**src/rtl/wb_ips_splitter.sv**
```systemverilog
// wb_ips_splitter: Wishbone classic slave-side splitter for the user-project IP cluster.
// Decodes wbs_adr_i[SEL_MSB:SEL_LSB] against SLOT_MAP, strobes one downstream slave,
// and returns a registered ack or err to the master (err for unmapped slots and timeouts).
// Optional feature macro: WB_SPLIT_TIMEOUT_EN enables the per-access watchdog counter
// and the sticky timeout_irq_o flag; without it ACTIVE waits for an ack or a cyc drop.
`timescale 1ns/1ps

module wb_ips_splitter #(
    parameter int unsigned NUM_SLAVES   = 4,
    parameter int unsigned SEL_MSB      = 19,
    parameter int unsigned SEL_LSB      = 16,
    parameter logic [NUM_SLAVES*(SEL_MSB-SEL_LSB+1)-1:0] SLOT_MAP = 16'h6420,
    parameter int unsigned TIMEOUT      = 255,
    parameter logic [31:0] DEFAULT_DATA = 32'hDEADBEEF
) (
    input  logic                       wb_clk_i,
    input  logic                       wb_rst_i,
    input  logic                       wbs_cyc_i,
    input  logic                       wbs_stb_i,
    input  logic                       wbs_we_i,
    input  logic [3:0]                 wbs_sel_i,
    input  logic [31:0]                wbs_adr_i,
    input  logic [31:0]                wbs_dat_i,
    output logic                       wbs_ack_o,
    output logic                       wbs_err_o,
    output logic [31:0]                wbs_dat_o,
    output logic                       s_cyc_o,
    output logic                       s_we_o,
    output logic [3:0]                 s_sel_o,
    output logic [31:0]                s_adr_o,
    output logic [31:0]                s_dat_o,
    output logic [NUM_SLAVES-1:0]      s_stb_o,
    input  logic [NUM_SLAVES-1:0]      s_ack_i,
    input  logic [NUM_SLAVES*32-1:0]   s_dat_i,
    output logic                       timeout_irq_o,
    input  logic                       timeout_clr_i
);

    localparam int unsigned SW = SEL_MSB - SEL_LSB + 1;

    typedef enum logic [1:0] {
        IDLE   = 2'd0,
        ACTIVE = 2'd1,
        RESP   = 2'd2
    } state_t;

    state_t                state_q, state_next;
    logic [NUM_SLAVES-1:0] sel_q, sel_next;
    logic [NUM_SLAVES-1:0] stb_next;
    logic                  ack_next, err_next;
    logic [31:0]           dat_next;

    logic [SW-1:0]         slot;
    logic [NUM_SLAVES-1:0] match_onehot;
    logic                  match_any;
    logic                  req;
    logic                  sel_ack;
    logic [31:0]           sel_data;

`ifdef WB_SPLIT_TIMEOUT_EN
    localparam logic [15:0] TIMEOUT_LAST = 16'(TIMEOUT - 1);

    logic [15:0] cnt_q, cnt_next;
    logic        timeout_hit;
    logic        irq_next;
`else
    logic        unused_timeout_clr;
    assign unused_timeout_clr = timeout_clr_i;
    assign timeout_irq_o      = 1'b0;
`endif

    // Request fields are broadcast unchanged; only the strobe is per-slave.
    assign s_cyc_o = wbs_cyc_i;
    assign s_we_o  = wbs_we_i;
    assign s_sel_o = wbs_sel_i;
    assign s_adr_o = wbs_adr_i;
    assign s_dat_o = wbs_dat_i;

    assign req  = wbs_cyc_i & wbs_stb_i;
    assign slot = wbs_adr_i[SEL_MSB:SEL_LSB];

    // Slot decode; the first (lowest-index) matching field wins on duplicate codes.
    always_comb begin
        match_onehot = '0;
        match_any    = 1'b0;
        for (int unsigned i = 0; i < NUM_SLAVES; i++) begin
            if (!match_any && (slot == SLOT_MAP[i*SW +: SW])) begin
                match_onehot[i] = 1'b1;
                match_any       = 1'b1;
            end
        end
    end

    // Ack and read data of the latched slave only; other slaves' acks are ignored.
    always_comb begin
        sel_data = '0;
        for (int unsigned i = 0; i < NUM_SLAVES; i++) begin
            if (sel_q[i]) begin
                sel_data = s_dat_i[i*32 +: 32];
            end
        end
    end

    assign sel_ack = |(s_ack_i & sel_q);

    // Next-state and next-value logic for every registered output.
    always_comb begin
        state_next = state_q;
        sel_next   = sel_q;
        stb_next   = '0;
        ack_next   = 1'b0;
        err_next   = 1'b0;
        dat_next   = wbs_dat_o;
`ifdef WB_SPLIT_TIMEOUT_EN
        cnt_next    = cnt_q;
        timeout_hit = 1'b0;
`endif
        case (state_q)
            IDLE: begin
                if (req) begin
                    if (match_any) begin
                        sel_next   = match_onehot;
                        stb_next   = match_onehot;
                        state_next = ACTIVE;
`ifdef WB_SPLIT_TIMEOUT_EN
                        cnt_next   = '0;
`endif
                    end else begin
                        err_next   = 1'b1;
                        dat_next   = DEFAULT_DATA;
                        state_next = RESP;
                    end
                end
            end
            ACTIVE: begin
                if (!wbs_cyc_i) begin
                    state_next = IDLE;
                end else if (sel_ack) begin
                    ack_next   = 1'b1;
                    dat_next   = sel_data;
                    state_next = RESP;
                end
`ifdef WB_SPLIT_TIMEOUT_EN
                // Counter holds cycles already spent in ACTIVE, so the last
                // allowed cycle is TIMEOUT-1 and err lands at cycle TIMEOUT+1.
                else if (cnt_q == TIMEOUT_LAST) begin
                    err_next    = 1'b1;
                    dat_next    = DEFAULT_DATA;
                    timeout_hit = 1'b1;
                    state_next  = RESP;
                end
`endif
                else begin
                    stb_next = sel_q;
`ifdef WB_SPLIT_TIMEOUT_EN
                    cnt_next = cnt_q + 16'd1;
`endif
                end
            end
            RESP: begin
                state_next = IDLE;
            end
            default: begin
                state_next = IDLE;
            end
        endcase
    end

`ifdef WB_SPLIT_TIMEOUT_EN
    // Sticky flag: a new timeout beats a simultaneous clear.
    assign irq_next = timeout_hit | (timeout_irq_o & ~timeout_clr_i);
`endif

    // State and output registers with synchronous active-low reset.
    always_ff @(posedge wb_clk_i) begin
        if (!wb_rst_i) begin
            state_q   <= IDLE;
            sel_q     <= '0;
            s_stb_o   <= '0;
            wbs_ack_o <= 1'b0;
            wbs_err_o <= 1'b0;
            wbs_dat_o <= '0;
`ifdef WB_SPLIT_TIMEOUT_EN
            cnt_q         <= '0;
            timeout_irq_o <= 1'b0;
`endif
        end else begin
            state_q   <= state_next;
            sel_q     <= sel_next;
            s_stb_o   <= stb_next;
            wbs_ack_o <= ack_next;
            wbs_err_o <= err_next;
            wbs_dat_o <= dat_next;
`ifdef WB_SPLIT_TIMEOUT_EN
            cnt_q         <= cnt_next;
            timeout_irq_o <= irq_next;
`endif
        end
    end

endmodule
```
**config.mk**
```make
export PLATFORM = sky130hd
export DESIGN_NAME = wb_ips_splitter
export DESIGN_NICKNAME = d
export VERILOG_FILES = /design/src/rtl/wb_ips_splitter.sv
export SDC_FILE = /design/constraint.sdc
export NUM_CORES = 1
export LEC_CHECK = 0
export BUFFER_PORTS_ARGS = -buffer_cell sky130_fd_sc_hd__buf_2
export CORE_AREA = 2 2 121 123
export CTS_CLUSTER_DIAMETER = 80
export DETAILED_ROUTE_END_ITERATION = 7
export DIE_AREA = 0 0 123 125
export GPL_TIMING_DRIVEN = 0
export PLACE_DENSITY = 0.61
export SKIP_LAST_GASP = 1
export SYNTH_ARGS = -nofsm -noshare
export SYNTH_HDL_FRONTEND = slang
export SYNTH_SLANG_ARGS = --single-unit
```
**constraint.sdc**
```tcl
create_clock -name wb_clk_i -period 2.2 [get_ports wb_clk_i]
set_input_delay 0.66 -clock wb_clk_i [delete_from_list [all_inputs] [get_ports wb_clk_i]]
set_output_delay 0.66 -clock wb_clk_i [all_outputs]
set_load 0.05 [all_outputs]
```
# [Word level (Yosys, flattened, before mapping)]
# Index checks and enable logic that the tools add are counted.
[op_classes] eq_ne=9 muxes=28 bitwise_logic=2 reduce_logical=15
[ops] op="two-way mux 32 bit" count=8
[ops] op="case mux 32 bit (2 select lines)" count=1
[ops] op="two-way mux 4 bit" count=4
[ops] op="two-way mux 1 bit" count=9
[ops] op="AND reduction 3 bit" count=3
[ops] op="equality test 4 x 3 -> 1 bit (second input constant)" count=2
[ops] op="two-way mux 2 bit" count=4
[ops] op="!= test 2 bit (second input constant)" count=4
[ops] op="case mux 4 bit (2 select lines)" count=1
[ops] op="AND reduction 5 bit" count=1
[ops] op="bitwise AND 4 bit" count=1
[ops] op="equality test 4 x 2 -> 1 bit (second input constant)" count=1
[ops] op="zero test 4 bit" count=1
[ops] op="case mux 2 bit (2 select lines)" count=1
[ops] op="OR reduction 4 bit" count=1
[ops] op="logical AND 1 bit" count=3
[ops] op="zero test 1 bit" count=3
[ops] op="!= test 3 bit (second input constant)" count=1
[ops] op="equality test 2 x 1 -> 1 bit (second input constant)" count=1
[ops] op="zero test 2 bit" count=1
[ops] op="AND reduction 2 bit" count=1
[ops] op="nonzero test 2 bit" count=1
[ops] op="bitwise AND 1 bit" count=1
[totals] ff_bits=44 input_bits=206 out_inout_bits=109 wordCells=60

# [Longest topological paths before layout]
# Gate-level depths: netlist (run 1).
[depth] depth_word=14 depth_mapped=7 depth_no_buf=4

# [Worst setup path before layout (run 1)]
# Ideal clock, no wire load.
[synth_path] path_type="input to register" start="input port s_ack_i[1]" end="register wbs_dat_o[0]" setup_time_ps=119 arrival_ps=1622 required_time_ps=2081 setup_slack_ps=460 cell_stages=5 path_buffers=1 path_cell_list="a22o_1 > o21bai_4 > o21ai_2 > buf_6 > o221a_1"
[synth_between] elab_chain_len=4
[synth_rtl] item="from (decl)" line_no="33" text="input logic [NUM_SLAVES-1:0] s_ack_i,"
[synth_rtl] item="bitwise AND 4 bit" line_no="104" text="assign sel_ack = |(s_ack_i & sel_q);"
[synth_rtl] item="OR reduction 4 bit" line_no="104"
[synth_rtl] item="!= test 2 bit (no line)"
[synth_rtl] item="AND reduction 5 bit (no line)"
[synth_rtl] item="to (signal assigned)" line_no="193" text="wbs_dat_o <= dat_next;"
[synth_rtl] item="to (decl)" line_no="26" text="output logic [31:0] wbs_dat_o,"
# Every way passes these cells.
# A chain may end at the register's enable or synchronous reset.

# [Final worst setup path (run 1)]
[layout_path] start="register sel_q[1]" end="register wbs_dat_o[3]"
[layout_between] elab_chain_len=6 elab_cells_between_ends=10 classes_between="1 x eq/ne; 6 x mux; 1 x bitwise; 2 x reduce/logical"
[layout_rtl] item="from (decl)" line_no="48" text="logic [NUM_SLAVES-1:0] sel_q, sel_next;"
[layout_rtl] item="from (signal assigned)" line_no="189" text="sel_q <= sel_next;"
[layout_rtl] item="two-way mux 32 bit (3 in a row)" line_no="98" text="if (sel_q[i]) begin"
[layout_rtl] item="two-way mux 32 bit" line_no="138" text="end else if (sel_ack) begin"
[layout_rtl] item="two-way mux 32 bit" line_no="136" text="if (!wbs_cyc_i) begin"
[layout_rtl] item="case mux 32 bit (2 select lines)" line_no="118" text="case (state_q)"
# Parallel ways exist; a longest one is shown, timed or not. The select of a mux whose other input is x is not followed.

==> reports/qor.yml, run 1 <==
ys_ff_latch: 44
crit_top_cell: "buf_2"
intPower_uw: 1536
cp-start-kind: "flip-flop"
fin_skew_ps: 6.788
drt_iter0_drc: 99
grt_pass1_vias: 2981
grt_max_degree: 13
pwr-share-comb: 0.340
viasPerCell: 4.398
cp.arrival_ps: 2100
slowest_stage: "a221oi_1"
synth_cells: 321
core-area_um2: 14200
r2r-start: "sel_q[1]$_SDFFE_PN0P_"
die_area_um2: 15380
cp_max_fo: 10
ys_warn_count: 0
routed_wl_um: 11620
syn_nets: 527
pwr-share-seq: 0.357
pwr_density_cell_nw_per_um2: 537.2
cts_max_path_buffers: 2
ant_nets: 0
worstMarginPinSlew_ps: 595.3
drt-pass1-iter-count: 5
final_cell_mix: "buf_2, buf_4, dfxtp_1"
critical_path.startpoint: "sel_q[1]$_SDFFE_PN0P_"
crit_required_ps: 2380
synth.distinct_cells: 31
rows: 44
die_x_um: 123
clk_latency_ps: 290
reg2regPathDepth: 7
p_leak_uw: 0.002180
ios: 315
clkPwrFrac: 0.303
crit_end: "wbs_dat_o[3]$_SDFFE_PN0P_"
end_kind: "flip-flop"
fin_nets: 780
cts_hold_buf: 0
max_stage_delay_ps: 470
gp_congestion: 0.7739
crit_type: "flip-flop to flip-flop"
start_util: 0.1986
route.detailed.drc: 0
clkTransAtPathRegs_ps: 60
crit_chain: "buf_2, nor2b_1, buf_2, clkbuf_1, a221oi_1, nor2_1, o221a_1"
htree_levels: 2
grt_use_total: 0.1381
p_sw_frac: 0.3526
cts_made_buffers: 5
grt_setup_unrepaired: "no"
num_vias: 3338
slew_viol_final: 0
setup_viol: 0
holdCritPathClass: "flip-flop to flip-flop"
fin_crit_sh: 0.8764
maxCapViolations: 0
fin_ws_ps: 271.9
synth.cell_area_um2: 2820
portBuffers: 246
fin_setup_tns_ps: 0
place_ws_ps: 21.83
wl_per_cell_um: 15.31
syn_to_final_growth_pct: 56.65
cts_tree: "yes"
clock-root-buffer: "clkbuf_16"
p_sw_uw: 836.9
cts_resized: 0
syn_avg_cell_area_um2: 8.786
grt_pass1_wl_um: 16030
final_common_cell: "buf_2"
slew_headroom: 0.6031
period_minus_slack_ps: 1928
overflow: 0
hold_viol: 0
rr_endpoint: "wbs_dat_o[3]$_SDFFE_PN0P_"
antenna_found_initial: 1
cts_setup_buffers: 0
drive_gt1_frac: 0.5958
synth.yosys.seq_area_share: 0.3123
peakVddDrop_mv: 0.2685
hpwlAfterDp_um: 9384
reg2reg_slack_ps: 270
die_h_um: 125
cts.sinks: 44
fill_cells: 1542
max_freq_ghz: 0.5187
status: "completed"
[through the flow]
step / hold slack [ps] / power [uW] / utilization / area (um^2) / cells
3_5_place_dp: 445.9 / 1678 / 0.3014 / 4282 / 751
5_1_grt: 480.8 / 2470 / 0.3110 / 4418 / 759
3_3_place_gp: 442.3 / 1673 / 0.3014 / 4282 / 751
2_1_floorplan: 457.7 / 1428 / - / 2820 / 321
4_1_cts: 455.0 / 2414 / 0.3109 / 4415 / 758
6_report: 455.6 / 2373 / 0.3110 / 4418 / 759
[worst min-delay path by stage]
stage | end | cells after the start | slack, ps | start
floorplan | s_stb_o[0]$_SDFF_PN0_ | 2 | 460 | sel_q[0]$_SDFFE_PN0P_
global placement | wbs_dat_o[4]$_SDFFE_PN0P_ | 2 | 440 | wbs_dat_o[4]$_SDFFE_PN0P_
detailed placement | wbs_dat_o[22]$_SDFFE_PN0P_ | 2 | 450 | wbs_dat_o[22]$_SDFFE_PN0P_
CTS | wbs_dat_o[22]$_SDFFE_PN0P_ | 2 | 460 | wbs_dat_o[22]$_SDFFE_PN0P_
global route | wbs_dat_o[8]$_SDFFE_PN0P_ | 2 | 480 | wbs_dat_o[8]$_SDFFE_PN0P_
finish | wbs_dat_o[22]$_SDFFE_PN0P_ | 2 | 460 | wbs_dat_o[22]$_SDFFE_PN0P_
[final cells by class]
type                       instances  area [um^2]  area share
multi-input combinational        177         1264      0.2860
timing repair buffer             246         1231      0.2787
sequential                        44        880.8      0.1994
buffer                            98        668.1      0.1512
tap                              184        230.2     0.05211
clock buffer                       6        128.9     0.02917
inverter                           2        7.507    0.001699
clock inverter                     1        5.005    0.001133
antenna                            1        2.502   0.0005664
[state kept, by name, indices dropped and copies added (netlist names)]
register	flops
wbs_ack_o	1
state_q	2
s_stb_o	4
wbs_err_o	1
wbs_dat_o	32
sel_q	4
[power groups by stage]
stage                     combinational [uW]  clock [uW]  sequential (uW)
after floorplan                          455           0              973
after global placement                   810           0              863
after detailed placement                 813           0              864
after CTS                                815         752              846
after global routing                     849         772              849
final                                    807         720              847
[kinds of logic after synthesis]
family	after synthesis	share of synthesized area
buffers and inverters	100	0.2396
other	1	0.001330
flip-flops	44	0.3123
multiplexers	8	0.02840
AO/OA/AOI/OAI	101	0.2986
AND/OR/NAND/NOR	67	0.1198
[metal layers]
layer | routed length (um) | global-route usage
met3 | 840 | 0.02099
met5 | 0 | 0
met4 | 158 | 0.03543
met1 | 4696 | 0.1605
met2 | 5922 | 0.2590
[synth_stat cells (all sizes together)]
master / number / area, um^2
and2: 1 / 6.260
dfxtp: 44 / 880.8
nand3: 1 / 5.000
nor2b: 1 / 6.260
o22ai: 32 / 200.2
a21oi: 8 / 40.04
o21ai: 1 / 8.760
a221oi: 32 / 280.3
nand4bb: 1 / 27.53
nor3: 3 / 15.01
nor2: 27 / 101.4
or2: 1 / 6.260
nand2: 16 / 60.06
a22o: 2 / 17.52
o21bai: 2 / 26.28
mux2i: 8 / 80.08
clkbuf: 12 / 45.04
o221a: 23 / 259.0
or3: 10 / 67.56
o211a: 1 / 10.01
inv: 2 / 7.510
conb: 1 / 3.750
nand3b: 4 / 30.03
nand2b: 2 / 12.51
buf: 86 / 623.1
[worst max-delay path: cells and delay by family, from the launching register on]
family	cells	cell delay (ps)
simple gates	2	170
buf+inv	3	640
flops	1	300
compound gates	2	700
No activity file was read; power rests on OpenSTA's default activity.
==> inputs of run 2 (changes only) <==
==> constraint.sdc (replaced) <==
create_clock -name wb_clk_i -period 1.78 [get_ports wb_clk_i]
set_input_delay 0.534 -clock wb_clk_i [delete_from_list [all_inputs] [get_ports wb_clk_i]]
set_output_delay 0.534 -clock wb_clk_i [all_outputs]
set_load 0.05 [all_outputs]
==> run 2 against run 1 <==
  * Hold slack hardly changed
  * Maximum frequency increased by 16%
  * First-iteration DRC count shrank 20%
  * Critical path depth unchanged
  * Clock-buffer cell count unchanged
  * Via count grew 0.30%
  * Combinational power grew 24%
  * Cell count up 0.40%
  * Critical endpoint unchanged
  * Largest power group unchanged
==> reports/qor.yml, run 2 (synthesis results as in run 1) <==
whs_ps: 455.3  # was 455.6 ps
grt_pass1_wl_um: 16010  # was 16030 um
setup_viol: 0  # unchanged
rr_endpoint: "wbs_dat_o[3]$_SDFFE_PN0P_"  # unchanged
p_sw_uw: 1034  # was 836.9 uW
route.detailed.drc: 0  # unchanged
num_vias: 3348  # was 3338
slowest_stage: "a221oi_2"  # was a221oi_1
fill_cells: 1538  # was 1542
final_util: 0.3152  # was 0.3110
die_h_um: 125  # unchanged
crit_required_ps: 1960  # was 2380 ps
crit_type: "flip-flop to flip-flop"  # unchanged
max_stage_delay_ps: 320  # was 470 ps
cp-start-kind: "flip-flop"  # unchanged
fin_nets: 783  # was 780
grt_setup_unrepaired: "yes"  # was no
dp.cells: 751  # unchanged
clkTransAtPathRegs_ps: 60  # about the same
hold_viol: 0  # unchanged
gp_congestion: 0.7739  # unchanged
overflow: 0  # unchanged
core-area_um2: 14200  # unchanged
worstHoldStart: "wbs_dat_o[22]$_SDFFE_PN0P_"  # unchanged
rows: 44  # unchanged
clkPwrFrac: 0.302  # was 0.303
p_sw_frac: 0.3522  # was 0.3526
peakVddDrop_mv: 0.3275  # was 0.2685 mV
crit_chain: "clkbuf_4, nor2b_1, buf_2, buf_2, a221oi_2, nor2_1, o221a_1"  # was buf_2, nor2b_1, buf_2, clkbuf_1, a221oi_1, nor2_1, o221a_1
status: "completed"  # unchanged
holdCritPathClass: "flip-flop to flip-flop"  # unchanged
syn_to_final_growth_pct: 58.74  # was 56.65%
r2r-start: "sel_q[1]$_SDFFE_PN0P_"  # unchanged
regArea_um2: 880.8  # unchanged
stdcell_count: 762  # was 759
pwr-share-seq: 0.357  # about the same
wl_per_cell_um: 15.27  # was 15.31 um
ios: 315  # unchanged
htree_levels: 2  # unchanged
final_cell_mix: "buf_2, buf_4, dfxtp_1"  # unchanged
largest_registers: "wbs_dat_o: 32 flops, s_stb_o: 4 flops, sel_q: 4 flops"  # unchanged
grt_use_total: 0.1381  # unchanged
fin_crit_sh: 0.9364  # was 0.8764
slew_headroom: 0.6297  # was 0.6031
ant_nets: 0  # unchanged
fin_skew_ps: 5.583  # was 6.788 ps
slew_viol_final: 0  # unchanged
multiInputGateArea_um2: 1282  # was 1264 um^2
fin_ws_ps: 113.1  # was 271.9 ps
routed_wl_um: 11640  # was 11620 um
die_area_um2: 15380  # unchanged
min_path_cells: 2  # unchanged
place_ws_ps: -272.2  # was 21.83 ps
drt_iter0_drc: 79  # was 99
end_kind: "flip-flop"  # unchanged
path_buf_inv: 3  # unchanged
drive_gt1_frac: 0.6135  # was 0.5958
drt-pass1-iter-count: 4  # was 5
pwr_density_cell_nw_per_um2: 655.6  # was 537.2 nW/um^2
crit_family: "buffers and inverters"  # was compound AO/OA/AOI/OAI gates
intPower_uw: 1901  # was 1536 uW
cts_made_buffers: 5  # unchanged
cts_tree: "yes"  # unchanged
clock-root-buffer: "clkbuf_16"  # unchanged
cts.sinks: 44  # unchanged
reg2reg_slack_ps: 110  # was 270 ps
worstMarginPinSlew_ps: 555.5  # was 595.3 ps
clk_latency_ps: 290  # about the same
total_power_uw: 2935  # was 2373 uW
hpwlAfterDp_um: 9384  # unchanged
viasPerCell: 4.394  # was 4.398
cts_max_path_buffers: 2  # unchanged
pwr-share-comb: 0.341  # was 0.340
portBuffers: 246  # unchanged
crit_top_cell: "buf_2"  # unchanged
grt_pass1_vias: 2994  # was 2981
top_register: "wbs_dat_o"  # unchanged
final_common_cell: "buf_2"  # unchanged
antenna_found_initial: 1  # unchanged
start_util: 0.1986  # unchanged
die_x_um: 123  # unchanged
period_minus_slack_ps: 1667  # was 1928 ps
cp.arrival_ps: 1840  # was 2100 ps
p_leak_uw: 0.002219  # was 0.002180 uW
reg2regPathDepth: 7  # unchanged
largest_register_ffs: 32  # unchanged
hold_end: "wbs_dat_o[22]$_SDFFE_PN0P_"  # unchanged
max_freq_ghz: 0.5999  # was 0.5187 GHz
maxCapViolations: 0  # unchanged
cp_max_fo: 10  # unchanged
grt_max_degree: 13  # unchanged
run 2: cell count changes in the layout (fill, tap and decap cells not counted):
cell / previous run / this run
a221oi_1: 32 / 29
buf_4: 71 / 74
buf_2: 255 / 253
a221oi_2: 0 / 3
clkbuf_1: 13 / 9
buf_1: 3 / 1
clkbuf_4: 0 / 4
clkbuf_2: 0 / 4
run 2: worst max-delay path by stage:
stage	from	end	slack, ps	depth (start not counted)
after detailed placement	s_ack_i[1]	wbs_dat_o[11]$_SDFFE_PN0P_	-270	6
after CTS	sel_q[1]$_SDFFE_PN0P_	wbs_dat_o[3]$_SDFFE_PN0P_	2	7
after global routing	sel_q[3]$_SDFFE_PN0P_	wbs_dat_o[20]$_SDFFE_PN0P_	-20	5
final	sel_q[1]$_SDFFE_PN0P_	wbs_dat_o[3]$_SDFFE_PN0P_	110	7
after global placement	s_ack_i[1]	wbs_dat_o[12]$_SDFFE_PN0P_	-270	6
after floorplan	s_ack_i[1]	wbs_dat_o[0]$_SDFFE_PN0P_	170	5
run 2: power by group through the flow:
| stage | combinational [uW] | clock, uW | sequential (uW) |
|---|---|---|---|
| after global placement | 1000 | 0 | 1070 |
| final | 1000 | 887 | 1050 |
| after global routing | 1050 | 955 | 1050 |
| after floorplan | 563 | 0 | 1200 |
| after detailed placement | 1010 | 0 | 1070 |
| after CTS | 1010 | 930 | 1050 |
run 2: layout make-up:
cell class,count,area share
clock buffer,6,0.02879
buffer,98,0.1532
timing repair buffer,249,0.2800
clock inverter,1,0.001118
tap,184,0.05143
antenna,1,0.0005590
inverter,2,0.001677
multi-input combinational,177,0.2865
sequential,44,0.1968
run 2: repair_timing:
action / CTS / global route
setup buffers: 2 / 1
gates resized for setup: 5 / 11
pin swaps: 1 / 1
hold buffers: 0 / 0
setup endpoints to repair: 30 / 22
run 2: worst min-delay path: stages (launching register included):
cell and delay [ps]:
dfxtp_1 300, nand2_1 50, mux2i_1 50
run 2: stage by stage:
stage               TNS, ps  cell area, um^2
finish                    0             4477
global route         -21.44             4477
CTS                       0             4447
detailed placement    -8024             4282
global placement      -7668             4282
floorplan                 0             2820
run 2: per-layer routing:
metal  GRT usage  share of wire  routed length [um]  vias to the layer above
li1            -              -                   -                     1657
met3     0.02144          0.068                 793                        7
met1      0.1599           0.40                4703                     1498
met2      0.2593           0.51                5983                      186
met5           0              0                   0                        -
met4     0.03543          0.013                 156                        0
